## config.mk

```make
export PLATFORM = sky130hd
export DESIGN_NAME = dice_roller
export DESIGN_NICKNAME = d
export VERILOG_FILES = /design/src/rtl/dice_roller.sv
export SDC_FILE = /design/constraint.sdc
export NUM_CORES = 1
export LEC_CHECK = 0
export ABC_AREA = 1
export ABC_CLOCK_PERIOD_IN_PS = 2800
export CORE_MARGIN = 8
export CORE_UTILIZATION = 40
export CTS_CLUSTER_SIZE = 12
export DETAILED_ROUTE_END_ITERATION = 10
export SYNTH_ARGS = -nofsm -noshare
export SYNTH_HDL_FRONTEND = slang
export SYNTH_SLANG_ARGS = --single-unit
```

## constraint.sdc

```tcl
create_clock -name clk -period 2.8 [get_ports clk]
set_input_delay 0.42 -clock clk [delete_from_list [all_inputs] [get_ports clk]]
set_output_delay 0.42 -clock clk [all_outputs]
set_load 0.005 [all_outputs]
```

## src/rtl/dice_roller.sv

```systemverilog
// Random die-face source: free-running 8-bit LFSR with rejection of 0/7,
// automatic bonus re-rolls on secthrow and a foul flag when the chain overruns.
module dice_roller #(
   parameter logic [7:0] SEED       = 8'hA5,
   parameter int         MAX_REROLL = 2
) (
   input  logic       clk,
   input  logic       rst_n,
   input  logic       roll_req,
   input  logic       secthrow,
   output logic [2:0] state,
   output logic       state_valid,
   output logic       busy,
   output logic       foul,
   output logic [1:0] dbg_fsm
);

   // All-zero is the LFSR lock-up state, so it can never be a seed.
   localparam logic [7:0] SEED_EFF  = (SEED == 8'h00) ? 8'h01 : SEED;
   localparam logic [2:0] MAX_CHAIN = 3'(MAX_REROLL);

   typedef enum logic [1:0] {
      S_IDLE    = 2'd0,
      S_ROLL    = 2'd1,
      S_PRESENT = 2'd2
   } fsm_e;

   fsm_e       fsm_q, fsm_d;
   logic [7:0] lfsr_q, lfsr_d;
   logic [2:0] chain_q, chain_d;
   logic [2:0] state_q, state_d;
   logic       valid_q, valid_d;
   logic       busy_q, busy_d;
   logic       foul_q, foul_d;
   logic [2:0] cand;
   logic       cand_ok;

   assign cand    = lfsr_q[2:0];
   assign cand_ok = (cand != 3'd0) && (cand != 3'd7);

   // Handshake: roll_req is taken only while busy=0; each accepted request
   // yields one or more state_valid pulses and ends with busy dropping.
   always_comb begin
      lfsr_d  = {lfsr_q[6:0], lfsr_q[7] ^ lfsr_q[5] ^ lfsr_q[4] ^ lfsr_q[3]};
      fsm_d   = fsm_q;
      chain_d = chain_q;
      state_d = state_q;
      valid_d = 1'b0;
      foul_d  = 1'b0;
      case (fsm_q)
         S_IDLE: begin
            if (roll_req) begin
               chain_d = 3'd0;
               fsm_d   = S_ROLL;
            end
         end
         S_ROLL: begin
            if (cand_ok) begin
               state_d = cand;
               valid_d = 1'b1;
               fsm_d   = S_PRESENT;
            end
         end
         S_PRESENT: begin
            if (!secthrow) begin
               fsm_d = S_IDLE;
            end else if (chain_q < MAX_CHAIN) begin
               chain_d = chain_q + 3'd1;
               fsm_d   = S_ROLL;
            end else begin
               foul_d = 1'b1;
               fsm_d  = S_IDLE;
            end
         end
         default: fsm_d = S_IDLE;
      endcase
      busy_d = (fsm_d != S_IDLE);
   end

   always_ff @(posedge clk or negedge rst_n) begin
      if (!rst_n) begin
         fsm_q   <= S_IDLE;
         lfsr_q  <= SEED_EFF;
         chain_q <= 3'd0;
         state_q <= 3'd0;
         valid_q <= 1'b0;
         busy_q  <= 1'b0;
         foul_q  <= 1'b0;
      end else begin
         fsm_q   <= fsm_d;
         lfsr_q  <= lfsr_d;
         chain_q <= chain_d;
         state_q <= state_d;
         valid_q <= valid_d;
         busy_q  <= busy_d;
         foul_q  <= foul_d;
      end
   end

   assign state       = state_q;
   assign state_valid = valid_q;
   assign busy        = busy_q;
   assign foul        = foul_q;
   assign dbg_fsm     = fsm_q;

endmodule

```

==> metrics <==
status=finished clean; CP delay by family, top=buffers and inverters; Mean Syn Cell Area=11.3 µm²; largest net degree at the start of global routing=20; min cycle time layout=between 1500 and 2000 ps; fin nets=86; H-tree depth=1; CP Data Required Time=2380 ps; CP Cell Sequence=clkdlybuf4s50_1; via count=452; clk_lat worst skew=290 ps; commonest non-fill, non-tap cells in the layout=nand2_1 (16), dfrtp_1 (15), clkdlybuf4s50_1 (11); setup TNS=0 ps; die area=3460 µm²; # hold bufs at CTS=0; final hold violations=0; clk root buf=clkbuf_4; DRC Markers=0; most common cell after layout, fill and taps aside=nand2_1; post-cts resize count=0; final non-filler cell total=105; Tcrit/Tclk final=62.3%; PnR Total Power=~0.42 mW; Num CTS Buffers=3; HPWL Detailed=862 µm; sequential area share after synthesis=65.4%; Worst Path Buf+Inv=1; Leak=about 0.45 nW; Worst-Margin Slew=798 ps; Reg area=a little under 500 µm²; CTS clk-pin slew, worst paths=100 ps; final WL=between 1000 and 1500 µm; ANT nets after route=0; Die H=~59 µm; kind of critical path=reg -> out; TritonRoute pass-1 iters=4; grt ovf=0; Startpoint Class=flip-flop; Crit-path slowest cell=clkdlybuf4s50_1; Synth Register Bits=19; Netlist cell types=17; wire per inst=11.2 µm; via density per instance=4.30; Crit path largest cell delay=550 ps; Yosys warning count=0; Hold Slack=371 ps; placed cells=between 100 and 150; final setup skew=between 2 and 2.5 ps; Crit path arrival time=roughly 1300 ps; Max-Slew Margin vs Limit=46.6%; Gate Count Post-Synth=65; gr usage total=8.16%; vias in the first global route=473; r2r setup slk=between 1500 and 2000 ps; port buffer count=11; Cell Area, Synth=734 µm²; chip width=roughly 59 µm; pwr/cell area=approximately 460 nW/µm²; postcts setup bufs=0; hold crit path type=reg -> reg; FILL cells=174; Initial Util=42.5%; final count of pins violating max slew=0; peak supply drop=roughly 0.00028 V; Peak Freq=574 MHz; GP Congestion=0.727; final setup violation count=0; RSZ-0062 raised after global routing=false; FP Rows=15; crit path max fanout=5; I/O pins=12; area of the multi-input gates=231 µm²; CTS tree=yes; core area=1730 µm²; n_diodes=0; # Max-Cap Violations=0; CP Capture Type=output port; TritonCTS sink count=19; antenna violations before repair=0; share of cells above drive strength 1=approximately a quarter; Clock Path Buffers=2; P&R area growth vs syn=23.0%; DR iter-0 viols=11; first-pass GRT wire length=2050 µm; syn_nets=70
[through the flow]
stage                     setup WS (ps)  utilization [%]  area, µm²
after global placement             1340             50.7        876
after global routing                982             52.3        903
after floorplan                    1750                -        734
after detailed placement           1320             50.7        876
after CTS                          1040             52.3        903
final                              1060             52.3        903
[flip-flops by register name, summed over array words and instances (netlist names)]
name / flops
lfsr_q: 8
busy: 1
dbg_fsm: 2
state: 3
foul: 1
chain_q: 3
state_valid: 1
[synthesized netlist by cell type (all sizes together)]
| master | count | area, µm² |
|---|---|---|
| xor2 | 1 | 8.76 |
| nor2 | 5 | 38.8 |
| nand4 | 1 | 6.26 |
| nand2 | 20 | 95.1 |
| dfrtp | 15 | 375 |
| xnor2 | 2 | 17.5 |
| dfstp | 4 | 105 |
| inv | 6 | 22.5 |
| ha | 1 | 12.5 |
| o21ai | 1 | 5.00 |
| nor3b | 1 | 7.51 |
| nand3 | 8 | 40.0 |
[report_power, final]
group | internal, mW | switching (mW)
clock | 0.0531 | 0.0784
sequential | 0.275 | 0
combinational | 0.00423 | 0.00662
total | 0.332 | 0.0850
[final cells by class]
type | instances | area share [%]
flip-flops and latches | 19 | 53.2
multi-input cells | 40 | 25.6
repair buffers | 11 | 12.2
well taps | 25 | 3.46
clock buffers | 3 | 2.49
inverters | 6 | 2.49
clock inverters | 1 | 0.554
[cells by family (layout without fill, tap and decap cells)]
group           after synthesis  in the layout  synth area share (%)
buf+inv                       6             21                  3.07
xor+xnor                      3              3                  3.58
flops                        19             19                  65.4
compound gates                1              1                 0.681
fa+ha+maj                     1              1                  1.70
simple gates                 35             35                  25.6
[routing by layer]
metal / GRT usage (%) / wire length (µm)
met5: 0 / 0
met1: 9.13 / 550
met3: 4.78 / 106
met4: 6.14 / 27
met2: 11.1 / 489
[path summary, 6_finish.rpt]
check	startpoint	to	depth (start not counted)
min	lfsr_q[6]	lfsr_q[7]	0
min reg2reg	lfsr_q[6]	lfsr_q[7]	0
min in group asynchronous	rst_n	lfsr_q[3]	1
max reg2reg	lfsr_q[2]	busy	5
max in group asynchronous	rst_n	dbg_fsm[1]	1
max	dbg_fsm[1]	dbg_fsm[1]	1
(Power assumes the default switching activity.)
